`config.mk`:
```
export PLATFORM = sky130hd
export DESIGN_NAME = imm_extend_pipe
export DESIGN_NICKNAME = d
export VERILOG_FILES = /design/src/rtl/imm_ext_pkg.sv /design/src/rtl/imm_ext_core.sv /design/src/rtl/imm_extend_pipe.sv
export SDC_FILE = /design/constraint.sdc
export NUM_CORES = 1
export LEC_CHECK = 0
export CAP_MARGIN = 20
export CORE_AREA = 2 2 83 85
export DETAILED_ROUTE_END_ITERATION = 8
export DIE_AREA = 0 0 85 87
export PLACE_DENSITY_LB_ADDON = 0.12
export SLEW_MARGIN = 20
export SYNTH_ARGS = -nofsm -noshare
export SYNTH_HDL_FRONTEND = slang
export SYNTH_SLANG_ARGS = --single-unit
```
`constraint.sdc`:
```
create_clock -name clk -period 6.07 [get_ports clk]
set_clock_uncertainty 0.15 [all_clocks]
set_input_delay 1.5175 -clock clk [delete_from_list [all_inputs] [get_ports clk]]
set_output_delay 1.5175 -clock clk [all_outputs]
set_load 0.02 [all_outputs]
```
`src/rtl/imm_ext_pkg.sv`:
```
// Shared constants for the immediate generator: extension mode encodings and
// the field layout of the rotated-immediate (imm8 + rot4) form.
package imm_ext_pkg;

  localparam logic [1:0] MODE_SEXT = 2'b00;
  localparam logic [1:0] MODE_ZEXT = 2'b01;
  localparam logic [1:0] MODE_SHL2 = 2'b10;
  localparam logic [1:0] MODE_ROR  = 2'b11;

  localparam int IMM8_LSB = 0;
  localparam int ROT_LSB  = 8;
  localparam int ROT_W    = 4;

endpackage

```
`src/rtl/imm_ext_core.sv`:
```
// Combinational immediate extension (sign, zero, word-offset, rotated imm8).
// Shared between the pipelined wrapper and the single-cycle datapath.
module imm_ext_core
  import imm_ext_pkg::*;
#(
  parameter int IN_W  = 12,
  parameter int OUT_W = 32
) (
  input  logic [IN_W-1:0]  imm_i,
  input  logic [1:0]       mode_i,
  output logic [OUT_W-1:0] data_o,
  output logic             carry_o
);

  localparam int SHW = $clog2(OUT_W);

  logic [OUT_W-1:0] sext_w;
  logic [OUT_W-1:0] zext_w;
  logic [OUT_W-1:0] imm8_w;
  logic [OUT_W-1:0] ror_w;
  logic [ROT_W-1:0] rot_field;
  logic [SHW-1:0]   rsh;
  logic [SHW-1:0]   lsh;

  assign sext_w    = {{(OUT_W-IN_W){imm_i[IN_W-1]}}, imm_i};
  assign zext_w    = {{(OUT_W-IN_W){1'b0}}, imm_i};
  assign imm8_w    = {{(OUT_W-8){1'b0}}, imm_i[IMM8_LSB +: 8]};
  assign rot_field = imm_i[ROT_LSB +: ROT_W];

  // The left amount wraps to zero for power-of-two widths when rsh is zero,
  // which still yields imm8 unchanged since both shifted halves equal imm8.
  assign rsh   = SHW'({rot_field, 1'b0});
  assign lsh   = SHW'(OUT_W) - rsh;
  assign ror_w = (imm8_w >> rsh) | (imm8_w << lsh);

  always_comb begin
    data_o  = '0;
    carry_o = 1'b0;
    case (mode_i)
      MODE_SEXT: data_o = sext_w;
      MODE_ZEXT: data_o = zext_w;
      MODE_SHL2: data_o = {sext_w[OUT_W-3:0], 2'b00};
      MODE_ROR: begin
        data_o  = ror_w;
        carry_o = (rot_field != '0) ? ror_w[OUT_W-1] : 1'b0;
      end
      default: data_o = '0;
    endcase
  end

endmodule

```
`src/rtl/imm_extend_pipe.sv`:
```
// Two-stage registered immediate generator between decode and execute.
// Stage 1 captures the raw field, stage 2 holds the extended result.
module imm_extend_pipe
  import imm_ext_pkg::*;
#(
  parameter int IN_W  = 12,
  parameter int OUT_W = 32
) (
  input  logic             clk,
  input  logic             rst_n,
  input  logic             in_valid,
  output logic             in_ready,
  input  logic [IN_W-1:0]  in_imm,
  input  logic [1:0]       in_mode,
  output logic             out_valid,
  input  logic             out_ready,
  output logic [OUT_W-1:0] out_data,
  output logic             out_carry
);

  logic             s1_valid_q, s1_valid_d;
  logic [IN_W-1:0]  s1_imm_q, s1_imm_d;
  logic [1:0]       s1_mode_q, s1_mode_d;
  logic             s2_valid_q, s2_valid_d;
  logic [OUT_W-1:0] s2_data_q, s2_data_d;
  logic             s2_carry_q, s2_carry_d;
  logic [OUT_W-1:0] core_data;
  logic             core_carry;
  logic             s1_adv;
  logic             s2_adv;

  // Handshake: a beat moves on a side when valid && ready in the same cycle.
  // A stage may load when it is empty or its occupant leaves this cycle, so
  // in_ready follows out_ready combinationally; valid never waits on ready.
  assign s2_adv   = !s2_valid_q || out_ready;
  assign s1_adv   = !s1_valid_q || s2_adv;
  assign in_ready = rst_n && s1_adv;

  imm_ext_core #(
    .IN_W  (IN_W),
    .OUT_W (OUT_W)
  ) u_core (
    .imm_i   (s1_imm_q),
    .mode_i  (s1_mode_q),
    .data_o  (core_data),
    .carry_o (core_carry)
  );

  always_comb begin
    s1_valid_d = s1_valid_q;
    s1_imm_d   = s1_imm_q;
    s1_mode_d  = s1_mode_q;
    s2_valid_d = s2_valid_q;
    s2_data_d  = s2_data_q;
    s2_carry_d = s2_carry_q;
    if (s2_adv) begin
      s2_valid_d = s1_valid_q;
      if (s1_valid_q) begin
        s2_data_d  = core_data;
        s2_carry_d = core_carry;
      end
    end
    if (s1_adv) begin
      s1_valid_d = in_valid;
      if (in_valid) begin
        s1_imm_d  = in_imm;
        s1_mode_d = in_mode;
      end
    end
  end

  always_ff @(posedge clk or negedge rst_n) begin
    if (!rst_n) begin
      s1_valid_q <= 1'b0;
      s1_imm_q   <= '0;
      s1_mode_q  <= MODE_SEXT;
      s2_valid_q <= 1'b0;
      s2_data_q  <= '0;
      s2_carry_q <= 1'b0;
    end else begin
      s1_valid_q <= s1_valid_d;
      s1_imm_q   <= s1_imm_d;
      s1_mode_q  <= s1_mode_d;
      s2_valid_q <= s2_valid_d;
      s2_data_q  <= s2_data_d;
      s2_carry_q <= s2_carry_d;
    end
  end

  assign out_valid = s2_valid_q;
  assign out_data  = s2_data_q;
  assign out_carry = s2_carry_q;

endmodule
```
==> impl_metrics.toml, run 1 <==
[synth]
netlist_area_mm2 = 0.00286
ys.flop_type = "dfrtp_1"
ys_seq_area_share_pct = 42.9
yosys_warnings = 0
yosysUniqueCellTypes = 48
synthArstFlopShare_pct = 100
syn_area_per_cell_um2 = 9.60
synth_edf_count = 0
ys_seq_elements = 49
synthCells = 298
syn-num-nets = 317

[setup_path]
path_class = "in -> out"
crit_arrival_ns = 2.86
worstSetupEndpointType = "output port"
cpMostUsedCell = "clkdlybuf4s50_1"
crit_buf_inv = 2
max_stage_delay_ns = 0.60
r2r_slack_ns = 3.18
cp_max_fo = 3
crit_chain = "clkdlybuf4s50_1, nand3b_1, and2_1, clkdlybuf4s50_1"
crit_start = "out_ready"
cp-start-kind = "primary input"
worst_path_dominant_cell_family = "buffers and inverters"
r2r_cells = 6
slowest_stage = "clkdlybuf4s50_1"
required_ns = 4.40
r2r-start = "s1_imm_q[9]$_DFFE_PN0P_"
rr_endpoint = "out_carry$_DFFE_PN0P_"

[drt]
final_antenna_net_count = 0
wl_mm = 7.35
drt_iter0_markers = 192
drc = 0
viasPerCell = 5.84
wire_per_inst_um = 17.8
vias = 2413
dr.pass1.iters = 4

[floorplanning]
num_rows = 30
design.die.area_mm2 = 0.00740
chipWidth_um = 85
die_y_um = 87
ios = 53
initial_core_util_pct = 43.5
core_mm2 = 0.00657

[global_routing]
grt_pass1_vias = 2370
grt_max_degree = 50
grt_pass1_wl_mm = 12.4
use_met3_pct = 4.27
use_met1_pct = 29.1
antenna_found_initial = 0
globalRouteMet2Util_pct = 34.9
busiest_layer = "met2"
gr-usage-all-layers_pct = 21.2
overflow = 0

[layout]
layout_commonest_cell = "clkdlybuf4s50_1"
fin_area_mm2 = 0.00350
antennaDiodeCount = 0
drive_above_1_share_pct = 10.8
num-nets-final = 351
utilization_pct = 53.2
final_cell_mix = "clkdlybuf4s50_1, dfrtp_1, nor2_1"
synthToLayoutAreaGrowth_pct = 22.3

[timing]
finalCritPeriodShare_pct = 74.6
maxSlewHeadroom_pct = 51.8
timing_hold_violations_final = 0
finalSetupTns_ns = 0
fin_crit_ns = 4.53
fmax_mhz = 221
drv_slew = 0
rsz0062_at_grt = "no"
setup_viol = 0
worst_pin_slew_ns = 0.722

[placement]
port-buffer-count = 52
placed_area_mm2 = 0.00337
hpwl_mm = 5.24
place_congestion = 0.883

[cts]
cts_resized = 0
cts-hold-fix-buffers = 0
cts_tree = "yes"
clk_pin_slew_ns = 0.09
post_cts_buffers = 0
clockRootBuffer = "clkbuf_8"
cts.sinks = 49
max-clock-path-buffers = 2
htreeDepth = 2
cts_inserted_buffers = 5
clkLatencyLatePin_ns = 0.30

[power]
share_comb_of_total_power_pct = 42.0
power_mw = 1.23
power.density_mw_per_mm2 = 352
clockPowerShare_pct = 19.7
swShare_pct = 37.8
p_int_mw = 0.764
seqPwrFrac_pct = 38.3
p_sw_mw = 0.465
max-vdd-ir-drop_v = 0.000164
leakage_nw = 1.40

[status]
status = "finished clean"

[min_path]
min_to = "out_data[13]$_DFFE_PN0P_"
min_path_type = "reg -> reg"
min_from = "out_data[13]$_DFFE_PN0P_"
min_path_cells = 2

[flow_run]
maxCapViolations = 0
-- metal layers --
metal	routed length, µm	share of wire [%]
met1	3390	46
met2	3500	48
met3	390	5.3
met4	74	1.0
met5	0	0
-- worst min-delay path: stages, from the launching register on --
cell      delay, ns
dfrtp_1        0.35
nand2_1        0.05
o211ai_1       0.07
-- cell families (layout without fill, tap and decap cells) --
family,Yosys count,in the layout,synth area share (%)
adders and majority gates,1,1,0.437
and+or+nand+nor,97,97,16.5
xor gates and xnor gates,2,2,0.613
muxes,41,41,15.1
DFF,49,49,42.9
AOI/OAI and AO/OA,74,74,19.0
buffers and inverters,34,69,5.42
-- metrics by stage --
stage          hold slack [ns]  setup slack (ns)  cells
2_1_floorplan            0.428              2.49    298
3_3_place_gp             0.337              1.57    405
3_5_place_dp             0.337              1.56    405
4_1_cts                  0.359              1.54    413
5_1_grt                  0.382              1.52    413
6_report                 0.356              1.54    413
-- synth_stat cells (6+ instances only) --
library cell / instances / area share, %
nand3_1: 11 / 1.9
clkbuf_1: 19 / 2.5
mux2_2: 18 / 7.1
a221oi_1: 8 / 2.4
a21oi_1: 15 / 2.6
nor2_1: 26 / 3.4
nand2_1: 23 / 3.0
mux2i_1: 23 / 8.0
nand2b_1: 7 / 1.5
o21ai_0: 15 / 2.6
dfrtp_1: 49 / 43
nor3_1: 11 / 1.9
a31oi_1: 6 / 1.3
-- power groups by stage --
| stage | combinational, mW | sequential, mW | clock (mW) |
|---|---|---|---|
| after CTS | 0.515 | 0.472 | 0.251 |
| final | 0.516 | 0.471 | 0.242 |
| after floorplan | 0.275 | 0.515 | 0 |
| after global routing | 0.561 | 0.484 | 0.262 |
| after detailed placement | 0.513 | 0.478 | 0 |
| after global placement | 0.508 | 0.477 | 0 |
-- how the worst max path moves through the flow --
stage	endpoint	slack (ns)	cells after the start
after floorplan	in_ready	2.49	2
after detailed placement	in_ready	1.56	4
after CTS	in_ready	1.54	4
after global routing	in_ready	1.52	4
final	in_ready	1.54	4
after global placement	in_ready	1.57	4
-- flip-flops by register name, indices dropped and copies added (netlist names) --
name,count
s1_mode_q,2
out_data,32
out_carry,1
s1_valid_q,1
out_valid,1
s1_imm_q,12
-- area by class of cell --
cell class	instances	area, µm²
fillers	612	3070
multi-input cells	215	1490
flip-flops and latches	49	1230
repair buffers	55	538
well taps	80	100
clock buffers	7	86.3
clock inverters	1	30.0
inverters	6	22.5
No activity file was read; power rests on OpenSTA's default activity.
==> inputs of run 2 (changes only) <==
- clock period: 6.07 -> 3.7 ns (I/O delays scaled with it)
==> run 2 against run 1 <==
Cell area grew 1.1%. Sequential power grew 63%. Worst setup slack lost 1.2 ns. Cell count grew 1.2%. Register-to-register slack lost 2.2 ns. Core utilization grew 0.61 points. Clock power grew 87%. Global-route usage is essentially flat. Critical path depth is the same. Die area is the same. First-iteration DRC count grew 17%. Critical path type unchanged.
==> impl_metrics.toml, run 2 (synthesis results as in run 1) <==
[drt]
wl_mm = 7.42
vias = 2443
drc = 0
wire_per_inst_um = 17.8
dr.pass1.iters = 4
drt_iter0_markers = 224
viasPerCell = 5.84
final_antenna_net_count = 0

[timing]
worst_pin_slew_ns = 0.645
fmax_mhz = 300
fin_crit_ns = 3.33
drv_slew = 0
rsz0062_at_grt = "no"
setup_viol = 0
finalCritPeriodShare_pct = 90.1
maxSlewHeadroom_pct = 56.9
finalSetupTns_ns = 0
timing_hold_violations_final = 0

[cts]
max-clock-path-buffers = 2
clockRootBuffer = "clkbuf_8"
cts_tree = "yes"
post_cts_buffers = 0
cts_resized = 0
cts.sinks = 49
clk_pin_slew_ns = 0.09
cts-hold-fix-buffers = 0
cts_inserted_buffers = 5
htreeDepth = 2
clkLatencyLatePin_ns = 0.31

[power]
power_mw = 2.08
max-vdd-ir-drop_v = 0.000264
leakage_nw = 1.43
clockPowerShare_pct = 21.7
p_int_mw = 1.31
share_comb_of_total_power_pct = 41.6
p_sw_mw = 0.772
power.density_mw_per_mm2 = 589
swShare_pct = 37.1
seqPwrFrac_pct = 36.7

[setup_path]
cpMostUsedCell = "clkdlybuf4s50_1"
crit_arrival_ns = 2.26
path_class = "in -> out"
slowest_stage = "clkdlybuf4s50_1"
worst_path_dominant_cell_family = "buffers and inverters"
required_ns = 2.62
max_stage_delay_ns = 0.59
crit_chain = "clkdlybuf4s50_1, nand3b_1, and2_1, clkdlybuf4s50_1"
cp_max_fo = 3
worstSetupEndpointType = "output port"
cp-start-kind = "primary input"
crit_buf_inv = 2

[global_routing]
antenna_found_initial = 0
grt_max_degree = 50
overflow = 0
gr-usage-all-layers_pct = 21.3
grt_pass1_vias = 2380
grt_pass1_wl_mm = 12.4

[layout]
multi_input_area_mm2 = 0.00148
layout_commonest_cell = "clkdlybuf4s50_1"
drive_above_1_share_pct = 11.8
num-nets-final = 356
antennaDiodeCount = 0
synthToLayoutAreaGrowth_pct = 23.7
n_fill_cell = 618
largest_reg_flops = 32
final_cell_mix = "clkdlybuf4s50_1, dfrtp_1, nor2_1"
final-seq-area_mm2 = 0.00123

[floorplanning]
initial_core_util_pct = 43.5
num_rows = 30
chipWidth_um = 85
die_y_um = 87
design.die.area_mm2 = 0.00740
core_mm2 = 0.00657
ios = 53

[flow_run]
maxCapViolations = 0

[min_path]
min_path_type = "reg -> reg"

[placement]
port-buffer-count = 52
hpwl_mm = 5.26
place_congestion = 0.917

[status]
status = "finished clean"
[run 2: power by group through the flow]
stage	registers [mW]	logic, mW	clock network [mW]
6_report	0.766	0.867	0.452
5_1_grt	0.783	0.938	0.491
4_1_cts	0.765	0.866	0.464
3_5_place_dp	0.776	0.863	0
3_3_place_gp	0.774	0.854	0
2_1_floorplan	0.845	0.451	0
[run 2: per-stage QoR]
stage               util (%)  instances  hold slack, ns  cell area [µm²]  worst slack [ns]
global placement        51.8        410           0.335             3400             0.383
CTS                     53.8        418           0.358             3540             0.355
floorplan                  -        298           0.428             2860              1.16
detailed placement      51.8        410           0.337             3400             0.367
global route            53.8        418           0.373             3540             0.306
finish                  53.8        418           0.350             3540             0.367
[run 2: worst paths after layout]
path                            cells after the start                      from                  endpoint  slack (ns)
worst max-delay path                                4                 out_ready                  in_ready        0.37
worst min-delay path                                2  out_data[13]$_DFFE_PN0P_  out_data[13]$_DFFE_PN0P_        0.35
worst max register to register                      6   s1_imm_q[8]$_DFFE_PN0P_     out_carry$_DFFE_PN0P_        0.99
worst min register to register                      2  out_data[13]$_DFFE_PN0P_  out_data[13]$_DFFE_PN0P_        0.35
max in group asynchronous                           2                     rst_n   s1_imm_q[1]$_DFFE_PN0P_        2.42
min in group asynchronous                           2                     rst_n     out_valid$_DFFE_PN0P_        0.57
[run 2: worst register-to-register path: cells and delay by family, from the launching register on]
family | cells | cell delay (ns)
flip-flops | 1 | 0.37
adder cells (fa/ha/maj) | 1 | 0.80
buffers and inverters | 1 | 0.24
multiplexers | 3 | 0.80
AND/OR/NAND/NOR | 1 | 0.31
[run 2: cell type report]
class / count / share of cell area, %
inverters: 6 / 0.637
multi-input cells: 215 / 41.8
flip-flops and latches: 49 / 34.7
repair buffers: 60 / 16.3
clock buffers: 5 / 1.95
clock inverters: 3 / 1.84
well taps: 80 / 2.83
[run 2: per-layer routing]
metal	part of all wire (%)	vias up	routed length [µm]	track usage, %
li1	-	1159	-	-
met5	0	-	0	0
met2	47	89	3480	32.8
met3	6.4	7	476	4.17
met1	45	1188	3380	30.1
met4	1.3	0	93	7.07
